### src/rtl/source_read_n_k.sv
// rtl/source_read_n_k.sv - unpacks one stored 944-byte frame from a source RAM bank into a byte stream
//
// Purpose:
//   Reads one frame (WORDS_PER_FRAME x DATA_W-bit words) from one of four
//   source RAM banks and emits it MSB byte first over a valid/ready byte
//   interface. A one-word prefetch buffer lets words follow each other
//   without a gap while data_ready stays high.
//
// Ports:
//   sys_clk      system clock, rising edge
//   rst          asynchronous active-high reset
//   start        one-cycle read request, sampled only while idle
//   frame_sel    frame index; [3:2] = bank, [1:0] = slot within bank
//   ram_rd_en    RAM read strobe
//   ram_sel      RAM bank select
//   ram_addr     RAM read address
//   ram_rd_data  RAM read data, valid the cycle after ram_rd_en
//   data_out     output byte
//   data_valid   data_out valid
//   data_ready   downstream accepts the byte
//   last_byte    marks the final byte of the frame
//   busy         frame in progress
//   done         one-cycle pulse after the final byte is accepted

module source_read_n_k #(
    parameter int DATA_W          = 128,
    parameter int ADDR_W          = 8,
    parameter int WORDS_PER_FRAME = 59,
    parameter int FRAME_STRIDE    = 64
) (
    input  logic              sys_clk,
    input  logic              rst,
    input  logic              start,
    input  logic [3:0]        frame_sel,
    output logic              ram_rd_en,
    output logic [1:0]        ram_sel,
    output logic [ADDR_W-1:0] ram_addr,
    input  logic [DATA_W-1:0] ram_rd_data,
    output logic [7:0]        data_out,
    output logic              data_valid,
    input  logic              data_ready,
    output logic              last_byte,
    output logic              busy,
    output logic              done
);

    localparam int BYTES_PER_WORD = DATA_W / 8;
    localparam int BIDX_W         = $clog2(BYTES_PER_WORD);
    localparam int CNT_W          = $clog2(WORDS_PER_FRAME + 1);

    typedef enum logic [1:0] {IDLE, FETCH, STREAM, DONE} state_t;

    state_t state;
    state_t state_next;

    logic [3:0]        sel_q;
    logic [CNT_W-1:0]  rd_cnt;      // words requested so far
    logic              rd_pend;     // a read was issued last cycle
    logic [DATA_W-1:0] a_word;      // word currently being streamed
    logic              a_valid;
    logic [DATA_W-1:0] b_word;      // prefetched next word
    logic              b_valid;
    logic [BIDX_W-1:0] byte_idx;    // byte position within a_word
    logic [CNT_W-1:0]  out_word;    // index of the word held in a_word

    logic              handshake;
    logic              a_last;
    logic              a_done;
    logic              frame_last;
    logic              rd_issue;
    logic [ADDR_W-1:0] slot_base;
    logic [DATA_W-1:0] a_shift;

    // Handshake is built from state and buffer flags directly so that
    // data_valid itself never sits on a path that depends on data_ready.
    assign handshake  = (state == STREAM) && a_valid && data_ready;
    assign a_last     = (byte_idx == BIDX_W'(BYTES_PER_WORD - 1));
    assign a_done     = handshake && a_last;
    assign frame_last = a_valid && a_last && (out_word == CNT_W'(WORDS_PER_FRAME - 1));
    assign rd_issue   = !b_valid && !rd_pend && (rd_cnt < CNT_W'(WORDS_PER_FRAME));
    assign slot_base  = ADDR_W'(sel_q[1:0]) * ADDR_W'(FRAME_STRIDE);
    assign a_shift    = a_word << {byte_idx, 3'b000};

    always_ff @(posedge sys_clk or posedge rst) begin
        if (rst) begin
            state <= IDLE;
        end else begin
            state <= state_next;
        end
    end

    always_comb begin
        state_next = state;
        ram_rd_en  = 1'b0;
        ram_sel    = 2'd0;
        ram_addr   = '0;
        data_out   = 8'd0;
        data_valid = 1'b0;
        last_byte  = 1'b0;
        busy       = 1'b0;
        done       = 1'b0;
        case (state)
            IDLE: begin
                if (start) begin
                    state_next = FETCH;
                end
            end
            FETCH: begin
                busy       = 1'b1;
                ram_rd_en  = 1'b1;
                state_next = STREAM;
            end
            STREAM: begin
                busy       = 1'b1;
                ram_rd_en  = rd_issue;
                data_valid = a_valid;
                if (a_valid) begin
                    data_out  = a_shift[DATA_W-1 -: 8];
                    last_byte = frame_last;
                end
                if (handshake && frame_last) begin
                    state_next = DONE;
                end
            end
            DONE: begin
                done       = 1'b1;
                state_next = IDLE;
            end
            default: state_next = IDLE;
        endcase
        if (ram_rd_en) begin
            ram_sel  = sel_q[3:2];
            ram_addr = slot_base + ADDR_W'(rd_cnt);
        end
    end

    always_ff @(posedge sys_clk or posedge rst) begin
        if (rst) begin
            sel_q    <= 4'd0;
            rd_cnt   <= '0;
            rd_pend  <= 1'b0;
            a_word   <= '0;
            a_valid  <= 1'b0;
            b_word   <= '0;
            b_valid  <= 1'b0;
            byte_idx <= '0;
            out_word <= '0;
        end else begin
            rd_pend <= ram_rd_en;
            if (ram_rd_en) begin
                rd_cnt <= rd_cnt + 1'b1;
            end

            if (state == IDLE && start) begin
                sel_q    <= frame_sel;
                rd_cnt   <= '0;
                byte_idx <= '0;
                out_word <= '0;
                a_valid  <= 1'b0;
                b_valid  <= 1'b0;
            end

            if (handshake) begin
                byte_idx <= byte_idx + 1'b1;
                if (a_last) begin
                    out_word <= out_word + 1'b1;
                    if (b_valid) begin
                        a_word  <= b_word;
                        b_valid <= 1'b0;
                    end else begin
                        a_valid <= 1'b0;
                    end
                end
            end

            // Returning data goes straight to the streaming buffer when it is
            // empty (first word) or emptying this cycle with nothing prefetched;
            // otherwise it parks in the prefetch buffer.
            if (rd_pend) begin
                if (!a_valid || (a_done && !b_valid)) begin
                    a_word  <= ram_rd_data;
                    a_valid <= 1'b1;
                end else begin
                    b_word  <= ram_rd_data;
                    b_valid <= 1'b1;
                end
            end
        end
    end

endmodule
### config.mk
export PLATFORM = sky130hd
export DESIGN_NAME = source_read_n_k
export DESIGN_NICKNAME = d
export VERILOG_FILES = /design/src/rtl/source_read_n_k.sv
export SDC_FILE = /design/constraint.sdc
export NUM_CORES = 1
export LEC_CHECK = 0
export CAP_MARGIN = 25
export CORE_MARGIN = 4
export CORE_UTILIZATION = 60
export CTS_BUF_LIST = sky130_fd_sc_hd__clkbuf_8
export DETAILED_ROUTE_END_ITERATION = 6
export GPL_TIMING_DRIVEN = 0
export PLACE_DENSITY = 0.83
export SKIP_LAST_GASP = 1
export SYNTH_ARGS = -nofsm -noshare
export SYNTH_HDL_FRONTEND = slang
export SYNTH_SLANG_ARGS = --single-unit
### constraint.sdc
create_clock -name sys_clk -period 35.3 [get_ports sys_clk]
set_clock_uncertainty 0.05 [all_clocks]
set_input_delay 10.59 -clock sys_clk [delete_from_list [all_inputs] [get_ports sys_clk]]
set_output_delay 10.59 -clock sys_clk [all_outputs]
set_load 0.05 [all_outputs]
==> results of run 1 <==
[worst paths after layout]
| kind | start | end | depth (start not counted) |
|---|---|---|---|
| max in group asynchronous | rst | b_word[16] | 3 |
| hold / removal | sel_q[0] | sel_q[0] | 2 |
| min in group asynchronous | rst | out_word[1] | 2 |
| setup / recovery | byte_idx[1] | data_out[7] | 6 |
| setup reg to reg | state[0] | a_word[61] | 9 |
| hold reg to reg | sel_q[0] | sel_q[0] | 2 |
[kinds of logic after synthesis]
family / after synthesis / synth area share [%]
muxes: 293 / 28.6
DFF: 281 / 51.9
and+or+nand+nor: 216 / 6.75
AOI/OAI and AO/OA: 176 / 7.25
buffers and inverters: 83 / 4.61
adders and majority gates: 8 / 0.739
xor gates and xnor gates: 2 / 0.129
[state kept, by name (all words and copies together) (netlist names), 2 cells and up]
name,cells
a_word,128
b_word,128
out_word,6
rd_cnt,6
byte_idx,4
sel_q,4
state,2
[Yosys cell counts, types with 4 or more instances]
library cell,instances,area (um^2)
ha_1,8,100
nor3_1,6,30.0
mux2i_1,133,1330
and3_1,14,87.6
a21oi_1,132,661
mux4_2,32,721
buf_6,4,45.0
buf_4,17,128
nand2_1,32,120
buf_2,32,160
clkbuf_1,9,33.8
a22oi_1,12,90.1
buf_12,11,220
dfrtp_1,281,7030
mux2_4,100,1500
nand3_1,16,80.1
inv_1,9,33.8
o21ai_0,15,75.1
mux2_2,25,282
nor2_1,137,514
[cell type report]
class,instances,area share [%]
buffer,74,3.58
clock inverter,26,1.19
inverter,9,0.250
clock buffer,56,4.67
timing repair buffer,160,9.92
multi-input combinational,695,35.6
sequential,281,42.6
tap,280,2.12
[critical path, cell delays in order, from the launching register on]
cell             delay [ns]
dfrtp_1                0.36
clkbuf_1               0.58
clkbuf_1               0.57
mux4_2                 0.47
a22oi_1                0.19
nand2_1                0.14
clkdlybuf4s50_1        0.73
[cells in the final DEF (no fill, tap or decap), types with 8 or more instances in the layout]
master / n
a21oi_1: 132
a22oi_1: 12
and3_1: 14
buf_12: 11
buf_2: 32
buf_4: 17
clkbuf_1: 9
clkbuf_8: 56
clkdlybuf4s50_1: 158
clkinv_2: 10
dfrtp_1: 281
ha_1: 8
inv_1: 19
mux2_2: 25
mux2_4: 100
mux2i_1: 133
mux4_2: 32
nand2_1: 32
nand3_1: 16
nor2_1: 137
o21ai_0: 15
[layer usage]
layer / global-route usage (%) / share of wire, %
met1: 38.7 / 42
met2: 44.7 / 48
met3: 4.89 / 6.4
met4: 9.91 / 2.9
met5: 0 / 0
[per-stage QoR]
stage               std cells  hold slack, ns  setup WS [ns]  instance area [um^2]
floorplan                1059           0.387          16.91                 13500
global placement         1497           0.400          13.63                 15500
detailed placement       1499           0.409          21.70                 15500
CTS                      1581           0.425          21.10                 16500
global route             1581           0.452          20.96                 16500
finish                   1581           0.421          21.07                 16500
[power by group]
group	total, mW	switching (mW)	internal [mW]
registers	0.580	0.102	0.478
clock network	0.296	0.130	0.166
logic	0.502	0.233	0.268
total	1.38	0.465	0.912
==> flow_summary.json, run 1 <==
{
  "vdd.ir_drop.worst_uv": 39.9,
  "postSynthCellCount": 1059,
  "design.core.area_um2": 22000,
  "htree_num_levels": 2,
  "cp_data_arrival_time_ns": 3.59,
  "sequential_cell_area_um2": 7030,
  "cts-resized-gates": 0,
  "drt-initial-drc-count": 760,
  "r2r_setup_slack_ns": 32.60,
  "crit_path_start_kind": "flop",
  "nFillCells": 1454,
  "drc_errors": 0,
  "global_route_overflow": 0,
  "timing_worst_slew_pin_value_ns": 0.745,
  "cts_buffers": 46,
  "final_core_utilization_pct": 74.9,
  "postRouteWirelength_um": 34500,
  "drv_cap": 0,
  "grt_setup_unrepaired": "false",
  "finalSetupViolations": 0,
  "clkSlewWorstSetupHoldPaths_ns": 0.07,
  "overall_die_area_um2": 25000,
  "synth_async_sr_flop_share_pct": 100,
  "post_cts_setup_buffer_count": 0,
  "first_global_vias": 9811,
  "grt_pass1_wl_um": 53700,
  "p_leak_nw": 8.24,
  "chipWidth_um": 158,
  "yosys_register_bits": 281,
  "final_worst_path_period_need_ns": 14.23,
  "clock_insertion_delay_worst_skew_ns": 0.55,
  "number_of_antenna_violations_at_the_first_check_in_global_routing": 0,
  "area_growth_from_synthesis_to_layout_pct": 21.9,
  "finalWeightedCongestion": 0.899,
  "clock-sinks": 281,
  "core.rowCount": 54,
  "timing.fmax_mhz": 70.3,
  "place.detailed.hpwl_um": 23800,
  "post_synth_instance_area_um2": 13500,
  "hp-class": "reg -> reg",
  "required_ns": 24.66,
  "portBuffers": 158,
  "share_of_layout_cells_above_drive_strength_1_pct": 23.1,
  "criticalPathCategory": "reg -> out",
  "total_grt_usage_pct": 27.8,
  "cts_hold_buf": 0,
  "cellPowerDensity_nw_per_um2": 83.5,
  "count_of_flip_flops_with_a_built_in_enable_after_synthesis": 0,
  "final_nets": 1411,
  "remaining_max_slew_budget_at_the_tightest_pin_pct": 50.3,
  "effective_utilization_at_floorplan_pct": 61.5,
  "die_height_um": 158,
  "synthesis.area_per_instance_um2": 12.8,
  "detail-route-antenna-nets": 0,
  "worstPathMaxFanout": 10,
  "final.setup.tns_ns": 0,
  "tritoncts": "built",
  "cts.path.max_buffers": 3,
  "seq_area_frac_synth_pct": 51.9,
  "post_drt_via_cell_ratio": 5.91,
  "clock-root-buffer": "clkbuf_8",
  "outcome": "finished, final reports clean",
  "yosys.cell_types.count": 41,
  "finalCritPeriodShare_pct": 40.3,
  "final_max_slew_viol_count": 0,
  "maximum_number_of_pins_on_one_net_before_global_route_repair": 128,
  "wl_per_cell_um": 21.8,
  "postSynthNetCount": 1203,
  "io-pin-count": 159,
  "crit_path_end_kind": "output pin",
  "routed-via-count": 9347,
  "design_power_total_mw": 1.38,
  "predominant_post_synthesis_flop_cell": "dfrtp_1",
  "insertedDiodeCount": 0,
  "firstDrtPassIters": 7,
  "combined_area_of_the_multi_input_logic_cells_um2": 5880,
  "hold_viol_final": 0,
  "synthesis.yosys.warnings": 0
}
(Power assumes the default switching activity.)
==> inputs of run 2 (changes only) <==
Settings changed: CORE_UTILIZATION 60 to 58, PLACE_DENSITY 0.83 to 0.8.
Clock period 35.3 ns to 13.4 ns, I/O delays scaled along.
==> flow_summary.json, run 2 (synthesized netlist as in run 1, its figures left out) <==
{
  "hold_viol_final": 0,
  "design.core.area_um2": 22800,
  "cts-resized-gates": 0,
  "criticalPathCategory": "reg -> out",
  "required_ns": 9.33,
  "die_height_um": 161,
  "postRouteWirelength_um": 34200,
  "final_nets": 1412,
  "drv_cap": 0,
  "core.rowCount": 55,
  "final-instance-count-excl-fill": 1615,
  "io-pin-count": 159,
  "fin_ws_ns": 5.78,
  "post-route-cell-area_um2": 16500,
  "cts.path.max_buffers": 3,
  "hp-class": "reg -> reg",
  "global_route_overflow": 0,
  "worstPathMaxFanout": 10,
  "number_of_antenna_violations_at_the_first_check_in_global_routing": 2,
  "final.setup.tns_ns": 0,
  "drt-initial-drc-count": 646,
  "design_power_total_mw": 3.56,
  "clock-sinks": 281,
  "clkSlewWorstSetupHoldPaths_ns": 0.07,
  "p_leak_nw": 8.22,
  "final_worst_path_period_need_ns": 7.62,
  "htree_num_levels": 2,
  "clock-root-buffer": "clkbuf_8",
  "placement.setup.worst_slack_ns": 6.42,
  "drc_errors": 0,
  "post_cts_setup_buffer_count": 0,
  "layout.cells.most_common_list": "dfrtp_1 (281), clkdlybuf4s50_1 (158), nor2_1 (137)",
  "top_regs": "a_word (128), b_word (128)",
  "detail-route-antenna-nets": 0,
  "routed-via-count": 9355,
  "wl_per_cell_um": 21.2,
  "place.detailed.hpwl_um": 24000,
  "cts_hold_buf": 0,
  "grt_setup_unrepaired": "false",
  "clock_insertion_delay_worst_skew_ns": 0.56,
  "finalWeightedCongestion": 0.854,
  "maximum_number_of_pins_on_one_net_before_global_route_repair": 108,
  "post_drt_via_cell_ratio": 5.79,
  "overall_die_area_um2": 25800,
  "firstDrtPassIters": 5,
  "first_global_vias": 9731,
  "timing_worst_slew_pin_value_ns": 0.682,
  "finalSetupViolations": 0,
  "crit_path_start_kind": "flop",
  "layout_commonest_cell": "dfrtp_1",
  "share_of_layout_cells_above_drive_strength_1_pct": 22.5,
  "cp_data_arrival_time_ns": 3.55,
  "dp_cells": 1532,
  "remaining_max_slew_budget_at_the_tightest_pin_pct": 54.5,
  "total_grt_usage_pct": 26.5,
  "critPathMaxStageDelay_ns": 0.73,
  "chipWidth_um": 161,
  "cellPowerDensity_nw_per_um2": 216,
  "crit_path_frequent_cell": "clkbuf_1",
  "crit_path_end_kind": "output pin",
  "timing.critical_path.slowest_stage_cell": "clkdlybuf4s50_1",
  "final_max_slew_viol_count": 0,
  "r2r_setup_slack_ns": 10.80,
  "cts_buffers": 47,
  "timing.fmax_mhz": 131,
  "critical_path_cell_sequence": "clkbuf_1 -> clkbuf_1 -> nor2_1 -> a22oi_1 -> nand2_1 -> clkdlybuf4s50_1",
  "tritoncts": "built",
  "grt_pass1_wl_um": 53800,
  "outcome": "finished, final reports clean",
  "portBuffers": 158,
  "placed_cell_area_um2": 15600,
  "vdd.ir_drop.worst_uv": 104,
  "finalCritPeriodShare_pct": 56.9,
  "area_growth_from_synthesis_to_layout_pct": 21.6,
  "effective_utilization_at_floorplan_pct": 59.4
}
==> run 2: changes by cell type in the layout (fill, tap and decap cells not counted), sizes merged <==
cell	change
bufinv	-3
clkbuf	+1
clkinv	-4
clkinvlp	-1
diode	+2
inv	+6
==> run 2: critical path: cells and delay by family, from the launching register on <==
| family | cells | cell delay, ns |
|---|---|---|
| AOI/OAI and AO/OA | 1 | 0.35 |
| buffers and inverters | 3 | 1.83 |
| DFF | 1 | 0.35 |
| and+or+nand+nor | 2 | 0.45 |
==> run 2: final timing paths <==
check                             from     endpoint  cells after the start
setup / recovery           byte_idx[1]  data_out[5]                      6
max in group asynchronous          rst   b_word[14]                      4
setup reg to reg              state[0]  a_word[126]                     10
hold reg to reg               sel_q[0]     sel_q[0]                      2
hold / removal                sel_q[0]     sel_q[0]                      2
min in group asynchronous          rst  out_word[5]                      2
==> run 2: cell type report <==
class / instances / area [um^2]
diodes: 2 / 5.00
plain buffers: 74 / 591
clock buffers: 57 / 785
clock inverters: 24 / 101
fillers: 1580 / 6310
inverters: 9 / 41.3
multi-input cells: 695 / 5880
flip-flops and latches: 281 / 7030
well taps: 313 / 392
repair buffers: 160 / 1640
==> run 2: power by group <==
group / switching, mW / internal, mW
sequential: 0.261 / 1.26
clock: 0.339 / 0.382
combinational: 0.615 / 0.707
total: 1.22 / 2.35
==> run 2: per-stage QoR <==
| step | util [%] | hold WS (ns) |
|---|---|---|
| after floorplan | - | 0.387 |
| after global placement | 68.1 | 0.398 |
| after detailed placement | 68.4 | 0.413 |
| after CTS | 72.3 | 0.429 |
| after global routing | 72.3 | 0.457 |
| final | 72.3 | 0.424 |
==> run 2: per-layer routing <==
layer / wire (um) / vias to the layer above / global-route usage (%)
met3: 1920 / 76 / 4.29
met1: 14800 / 4736 / 37.4
met5: 0 / - / 0
met2: 16400 / 331 / 41.7
li1: - / 4212 / -
met4: 1120 / 0 / 10.2
==> inputs of run 3 (changes only) <==
Settings changed: CORE_UTILIZATION 58 to 53, PLACE_DENSITY 0.8 to 0.77.
Clock period 13.4 ns to 6.75 ns, I/O delays scaled along.
==> flow_summary.json, run 3 (synthesized netlist as in run 1, its figures left out) <==
{
  "met2RoutedLength_um": 16100,
  "final.setup.tns_ns": 0,
  "crit_path_end_kind": "output pin",
  "switching_power_mw": 2.41,
  "clock_insertion_delay_worst_skew_ns": 0.57,
  "chipWidth_um": 168,
  "grt_pass1_wl_um": 53800,
  "total_grt_usage_pct": 24.2,
  "criticalPathCategory": "reg -> out",
  "die_height_um": 168,
  "place.detailed.hpwl_um": 24600,
  "maximum_number_of_pins_on_one_net_before_global_route_repair": 44,
  "cts-resized-gates": 0,
  "placement.setup.worst_slack_ns": 1.72,
  "p_leak_nw": 8.29,
  "remaining_max_slew_budget_at_the_tightest_pin_pct": 43.3,
  "fin_ws_ns": 1.12,
  "final_worst_path_period_need_ns": 5.63,
  "worstPathMaxFanout": 10,
  "area_growth_from_synthesis_to_layout_pct": 22.5,
  "final_nets": 1417,
  "finalCritPeriodShare_pct": 83.3,
  "global_route_overflow": 0,
  "hp-class": "reg -> reg",
  "routed_wire_length_on_met3_um": 1960,
  "timing.reg2reg.worst_path_depth": 10,
  "power_switching_share_pct": 34.0,
  "clkSlewWorstSetupHoldPaths_ns": 0.06,
  "share_of_layout_cells_above_drive_strength_1_pct": 22.7,
  "post-route-cell-area_um2": 16600,
  "drc_errors": 0,
  "clkPwrFrac_pct": 20.4,
  "cts_buffers": 47,
  "routed-via-count": 9199,
  "cts_hold_buf": 0,
  "outcome": "finished, final reports clean",
  "vdd.ir_drop.worst_uv": 175,
  "overall_die_area_um2": 28200,
  "final_core_utilization_pct": 65.9,
  "finalWeightedCongestion": 0.824,
  "final_max_slew_viol_count": 0,
  "postRouteWirelength_um": 34200,
  "post_cts_setup_buffer_count": 0,
  "hold_path_depth": 2,
  "drv_cap": 0,
  "placed_cell_area_um2": 15700,
  "top_regs": "a_word (128), b_word (128)",
  "number_of_antenna_violations_at_the_first_check_in_global_routing": 1,
  "detail-route-antenna-nets": 0,
  "drt-initial-drc-count": 750,
  "cp_data_arrival_time_ns": 3.55,
  "design.core.area_um2": 25200,
  "wl_per_cell_um": 20.8,
  "pwr-share-comb_pct": 37.0,
  "grt_setup_unrepaired": "false",
  "tritoncts": "built",
  "post_drt_via_cell_ratio": 5.61,
  "m1WireLength_um": 15100,
  "crit_path_start_kind": "flop",
  "share_seq_of_total_power_pct": 42.6,
  "hold_viol_final": 0,
  "io-pin-count": 159,
  "cts.path.max_buffers": 3,
  "cellPowerDensity_nw_per_um2": 427,
  "htree_num_levels": 2,
  "core.rowCount": 58,
  "design_power_total_mw": 7.08,
  "timing_worst_slew_pin_value_ns": 0.849,
  "firstDrtPassIters": 5,
  "clock-root-buffer": "clkbuf_8",
  "first_global_vias": 9550,
  "layout_commonest_cell": "dfrtp_1",
  "effective_utilization_at_floorplan_pct": 53.8,
  "final-instance-count-excl-fill": 1641,
  "clock-sinks": 281,
  "topRoutingLayerUsed": "met4",
  "required_ns": 4.68,
  "finalSetupViolations": 0,
  "portBuffers": 158,
  "timing.fmax_mhz": 178,
  "layout.cells.most_common_list": "dfrtp_1 (281), clkdlybuf4s50_1 (158), nor2_1 (137)",
  "dp_cells": 1554,
  "internal_power_mw": 4.67,
  "whs_ns": 0.415
}
-- run 3: area by class of cell --
| class | count | area (um^2) |
|---|---|---|
| Tap cell | 330 | 413 |
| Buffer | 74 | 591 |
| Clock inverter | 29 | 124 |
| Clock buffer | 57 | 785 |
| Timing Repair Buffer | 165 | 1720 |
| Inverter | 9 | 37.5 |
| Sequential cell | 281 | 7030 |
| Fill cell | 1858 | 8600 |
| Antenna cell | 1 | 2.50 |
| Multi-Input combinational cell | 695 | 5880 |
-- run 3: metal layers --
metal | GRT usage (%) | vias to the layer above
li1 | - | 4214
met1 | 34.3 | 4643
met2 | 38.1 | 281
met3 | 4.41 | 61
met4 | 8.36 | 0
met5 | 0 | -
-- run 3: power by group through the flow --
stage / sequential (mW) / clock, mW / combinational, mW
2_1_floorplan: 2.81 / 0 / 2.02
3_3_place_gp: 2.98 / 0 / 2.52
3_5_place_dp: 3.02 / 0 / 2.62
4_1_cts: 3.00 / 1.47 / 2.62
5_1_grt: 3.10 / 1.56 / 2.82
6_report: 3.02 / 1.44 / 2.62
-- run 3: final timing paths --
kind | endpoint | start | slack [ns]
min in group asynchronous | b_word[63] | rst | 1.92
max | data_out[5] | byte_idx[1] | 1.12
min reg2reg | sel_q[1] | sel_q[1] | 0.42
min | sel_q[1] | sel_q[1] | 0.42
max in group asynchronous | b_word[12] | rst | 3.47
max reg2reg | a_word[106] | state[0] | 4.16
-- run 3: critical path, stage by stage (launching register included) --
cell	delay (ns)
dfrtp_1	0.35
clkbuf_1	0.54
clkbuf_1	0.59
nor2_1	0.28
a22oi_1	0.39
nand2_1	0.12
clkdlybuf4s50_1	0.72
